**src/rtl/sort_job_arbiter.sv**
```systemverilog
// Shares one sorter between NREQ requesters: round-robin grant, start pulse, guarded wait, result return.
// Latency: accept -> srt_start next cycle; done accepted in cycle d -> rsp_valid from d+1; timeout after TIMEOUT WAIT cycles.
// Backpressure: req_ready only in IDLE; result held in RESP until the owner's rsp_ready, new requests stall meanwhile.
module sort_job_arbiter #(
    parameter int N       = 6,
    parameter int WIDTH   = 8,
    parameter int NREQ    = 2,
    parameter int TIMEOUT = 64,
    localparam int OW     = (NREQ > 1) ? $clog2(NREQ) : 1
) (
    input  logic                 clk,
    input  logic                 rst,
    input  logic [NREQ-1:0]      req_valid,
    input  logic [WIDTH-1:0]     req_data [NREQ][N],
    output logic [NREQ-1:0]      req_ready,
    output logic [NREQ-1:0]      rsp_valid,
    input  logic [NREQ-1:0]      rsp_ready,
    output logic [WIDTH-1:0]     rsp_data [N],
    output logic                 rsp_timeout,
    output logic                 srt_start,
    output logic [WIDTH-1:0]     srt_data [N],
    input  logic                 srt_done,
    input  logic [WIDTH-1:0]     srt_data_sorted [N],
    output logic                 busy,
    output logic [OW-1:0]        owner
);

    localparam int TW = $clog2(TIMEOUT + 1);

    typedef enum logic [1:0] {
        S_IDLE,
        S_START,
        S_WAIT,
        S_RESP
    } state_t;

    state_t          state;
    logic [OW-1:0]   ptr;
    logic [TW-1:0]   timer;
    logic            found;
    logic [OW-1:0]   win;
    int              idx;
    logic            accept;
    logic            rsp_hs;
    logic            done_ok;
    logic            last_wait;
    logic [OW-1:0]   next_ptr;

    // Winner is the first valid requester at or after ptr, wrapping modulo NREQ.
    always_comb begin
        found = 1'b0;
        win   = '0;
        idx   = 0;
        for (int i = 0; i < NREQ; i++) begin
            idx = int'(ptr) + i;
            if (idx >= NREQ) idx = idx - NREQ;
            if (!found && req_valid[idx]) begin
                found = 1'b1;
                win   = OW'(idx);
            end
        end
    end

    assign accept = (state == S_IDLE) && found;

    always_comb begin
        req_ready = '0;
        if (accept) req_ready[win] = 1'b1;
    end

    assign rsp_hs    = (state == S_RESP) && rsp_ready[owner];
    // timer == 0 is the first WAIT cycle, where a done level left over from the previous job may linger.
    assign done_ok   = srt_done && (timer != '0);
    assign last_wait = (timer == TW'(TIMEOUT - 1));
    assign next_ptr  = (owner == OW'(NREQ - 1)) ? '0 : owner + 1'b1;

    // srt_data doubles as the job register and rsp_data as the result register.
    always_ff @(posedge clk or posedge rst) begin
        if (rst) begin
            state       <= S_IDLE;
            ptr         <= '0;
            timer       <= '0;
            owner       <= '0;
            busy        <= 1'b0;
            srt_start   <= 1'b0;
            rsp_valid   <= '0;
            rsp_timeout <= 1'b0;
            for (int i = 0; i < N; i++) begin
                srt_data[i] <= '0;
                rsp_data[i] <= '0;
            end
        end else begin
            case (state)
                S_IDLE: begin
                    if (accept) begin
                        for (int i = 0; i < N; i++) srt_data[i] <= req_data[win][i];
                        owner     <= win;
                        busy      <= 1'b1;
                        srt_start <= 1'b1;
                        state     <= S_START;
                    end
                end
                S_START: begin
                    srt_start <= 1'b0;
                    timer     <= '0;
                    state     <= S_WAIT;
                end
                S_WAIT: begin
                    timer <= timer + 1'b1;
                    if (done_ok) begin
                        for (int i = 0; i < N; i++) rsp_data[i] <= srt_data_sorted[i];
                        rsp_timeout <= 1'b0;
                        rsp_valid   <= NREQ'(1) << owner;
                        state       <= S_RESP;
                    end else if (last_wait) begin
                        for (int i = 0; i < N; i++) rsp_data[i] <= srt_data[i];
                        rsp_timeout <= 1'b1;
                        rsp_valid   <= NREQ'(1) << owner;
                        state       <= S_RESP;
                    end
                end
                S_RESP: begin
                    if (rsp_hs) begin
                        rsp_valid <= '0;
                        ptr       <= next_ptr;
                        busy      <= 1'b0;
                        state     <= S_IDLE;
                    end
                end
                default: state <= S_IDLE;
            endcase
        end
    end

endmodule

```
**config.mk**
```make
export PLATFORM = sky130hd
export DESIGN_NAME = sort_job_arbiter
export DESIGN_NICKNAME = d
export VERILOG_FILES = /design/src/rtl/sort_job_arbiter.sv
export SDC_FILE = /design/constraint.sdc
export NUM_CORES = 1
export LEC_CHECK = 0
export ABC_AREA = 1
export BUFFER_PORTS_ARGS = -buffer_cell sky130_fd_sc_hd__clkbuf_2
export CAP_MARGIN = 25
export CELL_PAD_IN_SITES_DETAIL_PLACEMENT = 0
export CELL_PAD_IN_SITES_GLOBAL_PLACEMENT = 1
export CORE_MARGIN = 8
export CORE_UTILIZATION = 32
export DETAILED_ROUTE_END_ITERATION = 10
export PLACE_DENSITY_LB_ADDON = 0.25
export SLEW_MARGIN = 20
export SYNTH_ARGS = -nofsm -noshare
export SYNTH_HDL_FRONTEND = slang
export SYNTH_SLANG_ARGS = --single-unit
```
**constraint.sdc**
```tcl
create_clock -name clk -period 5 [get_ports clk]
set_clock_uncertainty 0.1 [all_clocks]
set_input_delay 0.75 -clock clk [delete_from_list [all_inputs] [get_ports clk]]
set_output_delay 0.75 -clock clk [all_outputs]
set_load 0.05 [all_outputs]
```
Word level (Yosys, flattened, before mapping)
Cells that the tools add are included.

cells by class
  reduce and logical (&&, ||, !) cells = 20
  shift-type cells = 1
  bitwise gates (word level) = 1
  $lt $le $gt $ge = 8
  add/sub/neg operators = 5
  multiplexer cells = 38
  eq/ne operators = 7

operator list
  kind                 count
  $mux 48              5
  $lt 32x3->1 const B  2
  $mux 32              2
  $mux 1               18
  $mux 2               7
  $pmux 7 s2           1
  $reduce_bool 2->1    5
  $reduce_and 3->1     3
  $pmux 2 s4           1
  $reduce_and 2->1     4
  $add 7x1->7 const B  1
  $eq 7x6->1 const B   1
  $reduce_bool 7->1    1
  $logic_and 1x1->1    5
  $eq 2x2->1 const B   2
  $ge 2x2->1 const B   2
  $lt 1x2->1 const B   2
  $ne 2x2->1 const B   2
  $pmux 1 s2           2
  $pmux 2 s2           1
  $ne 3x3->1 const B   1
  $sub 1x2->3 const B  1
  $sub 2x2->3 const B  1
  $add 1x1->2 const B  1
  9 further kinds      9

storage, ports and cells
  input port bits = 151
  bits in registers = 112
  word-level logic and storage cells = 100

Depth between registers and ports, before layout
Gate-level depths: netlist of the first run.

  depth in word-level cells = 14
  gate-level depth with buffers = 11
  gate-level depth less buffers = 10

Worst setup path before layout of the first run
OpenSTA, ideal clock, no wires.

  kind = input to output
  start point = input req_valid[0]
  end point = output req_ready[0]
  setup slack = 2.444 ns
  cell stages on the path = 5
  data arrival time = 1.706 ns
  path through = nor2_1 -> nor2_1 -> nand2_1 -> inv_1 -> clkbuf_1

between the ends
  word-level cells in the longest chain between the ends = 12
  elaborated cells between the ends (all ways) = 19

ends and longest elaborated chain
  element                                                                line  RTL
  start, declared                                                        13    input logic [NREQ-1:0] req_valid,
  $mux 1 (implied by the code) (3 in a row)                              57    if (!found && req_valid[idx]) begin
  $mux 1                                                                 57
  $logic_not 1->1                                                        57
  $logic_and 1x1->1                                                      57
  $mux 1                                                                 57
  $lt 1x2->1 (implied by the code) / $ge 1x1->1 (equally long branches)  68    if (accept) req_ready[win] = 1'b1;
  $logic_and 1x1->1 (implied by the code)                                68
  $mux 1 (implied by the code)                                           68
  $demux 1 s1                                                            68
  $mux 2 (*)                                                             68
  end, declared                                                          15    output logic [NREQ-1:0] req_ready,

Mark *: on every way between the ends. The rest lies on a longest branch, timed or not. The select of a mux whose other input is x is not followed.

Worst setup path in the final report of the first run
  start point = register state[0]
  end point = output req_ready[0]

between the ends
  word-level cells in the longest chain between the ends = 3

ends and longest elaborated chain
  element                 line  RTL
  start, declared         37    state_t state;
  start signal, assigned  80    state <= S_IDLE;
  start signal, assigned  100   state <= S_START;
  start signal, assigned  106   state <= S_WAIT;
  $logic_not 2->1         64    assign accept = (state == S_IDLE) && found;
  $logic_and 1x1->1       64
  $mux 2                  68

Every way passes these cells.

==> key figures, run 1 <==
Clocking
  – Post-CTS resize count: 0
  – Total CTS buffers: 9
  – CTS root buf: clkbuf_16
  – H-tree levels: 3
  – CTS max path bufs: 2
  – Clock latency on the worst-skew pair: 0.35 ns
  – Reg clk slew, reported paths: roughly 0.070 ns
  – CTS tree: yes
  – Cts hold-fix bufs: 0
  – Clk sink count: 112
  – Post-CTS Setup Bufs: 0

Flow run
  – # Max-Cap Violations: 0

Global route
  – Largest net degree at the start of global routing: 74
  – Vias in the first global route: 5,722
  – Global route overflow: 0
  – M1 GR Usage: 0.2215
  – Routing usage on met2: 0.2931
  – Tot GR Track Use: 0.1777
  – Global routing's busiest layer: met2
  – Met3 usage: 0.04552
  – First-pass GRT wire length: 30.71 mm
  – Initial antenna violation count: 0

Finish
  – Area Growth Syn to Fin: 31.71%
  – Share of layout cells above drive strength 1: 0.2932
  – Core Util, Final: 0.4253
  – Nets: 1,125
  – Commonest non-fill, non-tap cell in the layout: nand2_1
  – Cell area after layout: about 7300 µm²
  – Ant diodes: 0
  – Most frequent cells in the layout: nand2_1 (310), clkbuf_2 (254), dfrtp_1 (112)
  – Layout Cells excl Fill: about 1,200
  – Fill cells: around 1,900

Synth
  – Yosys warning total: 0
  – #FFs+latches synth: between 100 and 150
  – Syn Area/Cell: 7.504 µm²
  – Mapped Cells: ~730
  – Post-Syn Area: 5508 µm²
  – Mapped Nets: 892
  – Count of unique library cells instantiated by Yosys: 24
  – Sequential share of the synthesized area: 0.5089

Floorplanning
  – Top-Level Pins: 255
  – Std cell rows: 48
  – Core area: 17,060 µm²
  – Initial Utilization: 0.3229
  – Die area: roughly 22,000 µm²
  – Die Height: 147.2 µm
  – Die Wd: 147.2 µm

Pwr
  – Worst vdd ir: 0.3413 mV
  – Sw Ratio: 0.5624
  – Leakage: 4.003 nW
  – Power Dens Cells: roughly 800 nW/µm²
  – Final total power: 0.005683 W
  – Comb pwr share: 0.583
  – Sequential share of power: 0.287
  – Power share of the clock group: 0.130
  – Int Pwr: ~0.0025 W
  – Psw: about 0.0032 W

Worst setup path
  – CP arrival: 1.84 ns
  – Worst setup SP type: register
  – CP max FO: 4
  – Critical Path RT: 4.15 ns
  – CP most frequent cell: inv_1
  – Crit end category: primary output
  – CP max stage cell: dfrtp_1
  – Critical path class: register to primary output
  – Critical-path cell list: inv_1 > ha_1 > inv_1 > nor2_1 > nand2_1 > clkinv_1 > clkbuf_2
  – Max incr delay on CP: about 0.42 ns
  – Crit path max-delay family: buffers and inverters
  – Worst Path Buf+Inv: 4

Routing
  – DRC: 0
  – Via count: 5,458
  – Final wirelength: around 19 mm
  – Initial DRC Count: around 240
  – Drt pass-1 iters: 4
  – Routed wire per std cell: 15.93 µm
  – Vias/cell: 4.560
  – Final ANT Viol Nets: 0

Timing
  – Fin crit share: 0.5387
  – Slew @ Worst Pin: about 0.91 ns
  – Relative slew margins: 0.3926
  – Setup_tns: 0 ns
  – Post-layout min period: 2.693 ns
  – Fmax: 371.3 MHz
  – Unrepaired setup endpoints after global routing: false
  – Setup violations, final: 0
  – Final Hold Fails: 0
  – Max-slew violation count: 0

Place
  – Placed inst area: 6929 µm²
  – Routability congestion estimate: 0.8126
  – Placed Cells: roughly 1,200
  – # port buffers: 254
  – Hpwl dp: roughly 14 mm

Hold path
  – Hold WC Path Type: primary input to asynchronous set/reset pin

Status
  – Status: finished, final reports clean
path summary, 6_finish.rpt:
| kind | from | end | slack [ns] | cells after the start |
|---|---|---|---|---|
| max | state[0] | req_ready[0] | 2.31 | 7 |
| min | rst | rsp_data[17] | 0.23 | 2 |
| max reg2reg | state[0] | srt_data[20] | 2.39 | 8 |
| min reg2reg | rsp_valid[1] | rsp_valid[1] | 0.40 | 2 |
| max in group asynchronous | rst | srt_data[14] | 3.39 | 4 |
| min in group clk | rsp_valid[1] | rsp_valid[1] | 0.40 | 2 |
worst register-to-register path: stages, from the launching register on:
cell and delay (ns):
dfrtp_1 0.42, inv_1 0.12, ha_1 0.21, inv_1 0.05, nor2_1 0.22, clkinv_1 0.67, buf_4 0.51, nand2_1 0.10
nand3_1 0.08
synthesized netlist by cell type:
library cell | instances | area (µm²)
nand2_1 | 310 | 1164
dfrtp_1 | 112 | 2803
nand3_1 | 104 | 520.5
inv_1 | 70 | 262.8
o21ai_0 | 38 | 190.2
o21ai_1 | 21 | 105.1
clkbuf_1 | 18 | 67.56
nor2_1 | 14 | 52.55
buf_2 | 13 | 65.06
ha_1 | 7 | 87.58
a21oi_1 | 5 | 25.02
buf_6 | 4 | 45.04
buf_1 | 3 | 11.26
clkbuf_2 | 2 | 10.01
nand3_2 | 2 | 20.02
nand4_1 | 2 | 12.51
nor3_1 | 2 | 10.01
a211o_1 | 1 | 8.760
a21oi_4 | 1 | 16.27
buf_4 | 1 | 7.510
clkinv_1 | 1 | 3.750
nand2_2 | 1 | 6.260
nor3b_1 | 1 | 7.510
or2_2 | 1 | 6.260
layer usage:
layer,part of all wire,vias up
li1,-,2772
met1,0.44,2489
met2,0.47,175
met3,0.068,22
met4,0.019,0
met5,0,-
registers in the layout, summed over array words and instances, names as in the netlist:
register	count
rsp_data	48
srt_data	48
rsp_timeout	1
srt_start	1
busy	1
rsp_valid	2
state	2
timer	7
owner	1
ptr	1
cells by family (layout without fill, tap and decap cells):
family	Yosys count	count (layout)	share of synthesized area
AND/OR/NAND/NOR	437	437	0.3267
AO/OA/AOI/OAI	66	66	0.06270
flip-flops	112	112	0.5089
adder cells (fa/ha/maj)	7	7	0.01590
buffers and inverters	112	350	0.08587
power groups by stage:
stage / Sequential (W) / Combinational (W) / Clock, W
2_1_floorplan: 0.00298 / 0.00112 / 0
3_3_place_gp: 0.00165 / 0.00334 / 0
3_5_place_dp: 0.00165 / 0.00335 / 0
4_1_cts: 0.00164 / 0.00337 / 0.000768
5_1_grt: 0.00170 / 0.00360 / 0.000801
6_report: 0.00163 / 0.00331 / 0.000736
stage by stage:
stage	hold WS, ns	worst slack, ns
final	0.2333	2.307
after global routing	0.2345	2.202
after CTS	0.4057	2.288
after detailed placement	0.3874	2.264
after global placement	0.3794	2.304
after floorplan	0.3916	1.191
layout make-up:
cell class                 instances  area [µm²]  share of cell area
sequential                       112        2803              0.3863
multi-input combinational        510        2232              0.3077
timing repair buffer             263        1371              0.1890
tap                              225       281.5             0.03881
inverter                          71       269.0             0.03708
clock buffer                      10       239.0             0.03294
clock inverter                     6       58.81            0.008106
Power figures use the tool's default switching activity.
==> run 2: changes to the inputs <==
==> constraint.sdc (replaced) <==
create_clock -name clk -period 2.5 [get_ports clk]
set_clock_uncertainty 0.1 [all_clocks]
set_input_delay 0.375 -clock clk [delete_from_list [all_inputs] [get_ports clk]]
set_output_delay 0.375 -clock clk [all_outputs]
set_load 0.05 [all_outputs]
==> key figures, run 2 (same netlist as run 1, synthesis figures left out) <==
Clocking
  – H-tree levels: 3
  – Clk sink count: 112
  – CTS max path bufs: 2
  – Total CTS buffers: 9
  – CTS root buf: clkbuf_16
  – Clock latency on the worst-skew pair: 0.35 ns
  – Reg clk slew, reported paths: around 0.080 ns
  – CTS tree: yes

Floorplanning
  – Die Wd: 147.2 µm
  – Die Height: 147.2 µm
  – Top-Level Pins: roughly 260
  – Core area: 17,060 µm²
  – Initial Utilization: 0.3229
  – Std cell rows: 48
  – Die area: 21,670 µm²

Hold path
  – Hold-critical path depth: 3
  – Hold WC Path Type: primary input to register

Finish
  – Nets: 1,132
  – Fill cells: between 1,500 and 2,000
  – Core Util, Final: 0.4290
  – Cell area after layout: around 7300 µm²
  – Ant diodes: 0
  – Commonest non-fill, non-tap cell in the layout: nand2_1
  – Area Growth Syn to Fin: 32.85%
  – Share of layout cells above drive strength 1: 0.2955
  – Largest registers: rsp_data (48), srt_data (48), timer (7)
  – Most frequent cells in the layout: nand2_1 (310), clkbuf_2 (254), dfrtp_1 (112)

Timing
  – Max-slew violation count: 0
  – Setup_tns: 0 ns
  – Fmax: 429.3 MHz
  – Final Hold Fails: 0
  – PnR worst setup slack: around 0.17 ns
  – Slew @ Worst Pin: 0.5730 ns
  – Post-layout min period: 2.329 ns
  – Setup violations, final: 0
  – Fin crit share: 0.9317
  – Unrepaired setup endpoints after global routing: false
  – Relative slew margins: 0.6180

Worst setup path
  – Worst setup SP type: register
  – CP arrival: 1.85 ns
  – Critical-path cell list: inv_1 > ha_1 > inv_1 > nor2_1 > nand2_1 > clkinv_1 > clkbuf_2
  – CP max stage cell: dfrtp_1
  – Cells on worst reg2reg path: 9
  – Crit end category: primary output
  – Max incr delay on CP: 0.42 ns
  – Reg-to-reg setup timing slack: 0.55 ns
  – CP most frequent cell: inv_1
  – Critical Path RT: 2.03 ns
  – CP max FO: 4
  – Critical path class: register to primary output

Global route
  – Tot GR Track Use: 0.1785
  – First-pass GRT wire length: approximately 31 mm
  – Global route overflow: 0
  – Vias in the first global route: 5,496
  – Largest net degree at the start of global routing: 56
  – Initial antenna violation count: 0

Routing
  – Final ANT Viol Nets: 0
  – Final wirelength: 19.29 mm
  – Vias/cell: 4.584
  – Drt pass-1 iters: 4
  – Routed wire per std cell: 16.03 µm
  – Via count: 5,515
  – DRC: 0
  – Initial DRC Count: about 300

Pwr
  – Power Dens Cells: 1570 nW/µm²
  – Leakage: 4.020 nW
  – Worst vdd ir: 0.7028 mV

Flow run
  – # Max-Cap Violations: 0

Status
  – Status: finished, final reports clean

Place
  – # port buffers: around 250
  – Routability congestion estimate: 0.8144
  – Hpwl dp: 14.45 mm
  – Placement Setup Slack: 0.5377 ns
  – Placed inst area: 6995 µm²
==> run 2: changes by cell type in the layout (fill, tap and decap cells not counted), sizes merged <==
cell         before  now
buf               9   15
dlygate4sd3       0    1
clkinv            9    4
bufinv            1    2
clkinvlp          0    4
inv              67   66
==> run 2: per-stage QoR <==
stage	total power, W	cells	hold WS, ns
final	0.01149	1203	0.1241
after global routing	0.01233	1203	0.1032
after CTS	0.01165	1203	0.1067
after detailed placement	0.01003	1187	0.3313
after global placement	0.01005	1187	0.3269
after floorplan	0.008198	734	0.3916
==> run 2: what timing repair did <==
item / in CTS / in global routing
resized for setup: 0 / 0
buffers inserted: 0 / 0
hold buffers: 1 / 0
endpoints found under the hold margin: 18 / 0
==> run 2: final timing paths <==
path                              start      endpoint
min reg2reg                rsp_valid[0]  rsp_valid[0]
max                            state[1]  req_ready[0]
min                        req_data[81]  srt_data[33]
max reg2reg                    timer[0]   rsp_data[5]
max in group asynchronous           rst  rsp_data[43]
min in group asynchronous           rst   rsp_data[8]
==> run 2: power by group <==
part           internal (W)  total [W]  switching, W
sequential          0.00266    0.00327      0.000609
clock              0.000875    0.00156      0.000686
combinational       0.00153    0.00666       0.00512
==> run 2: final cells by class <==
| class | instances | area [µm²] | area share |
|---|---|---|---|
| clock inverters | 5 | 82.58 | 0.01129 |
| repair buffers | 270 | 1419 | 0.1939 |
| flip-flops and latches | 112 | 2803 | 0.3830 |
| well taps | 225 | 281.5 | 0.03847 |
| inverters | 71 | 270.3 | 0.03694 |
| multi-input cells | 510 | 2232 | 0.3051 |
| clock buffers | 10 | 229.0 | 0.03129 |
==> run 2: metal layers <==
layer  up-vias  part of all wire  wire length [µm]  global-route usage
li1       2784                 -                 -                   -
met1      2525              0.45              8589              0.2291
met3        22             0.070              1355             0.04983
met5         -                 0                 0                   0
met2       184              0.46              8932              0.2810
met4         0             0.021               411             0.06527
==> run 2: worst max-delay path: cells and delay by family (launching register included) <==
family        cells  cell delay, ns
fa+ha+maj         1            0.21
simple gates      2            0.34
flops             1            0.42
buf+inv           4            0.52
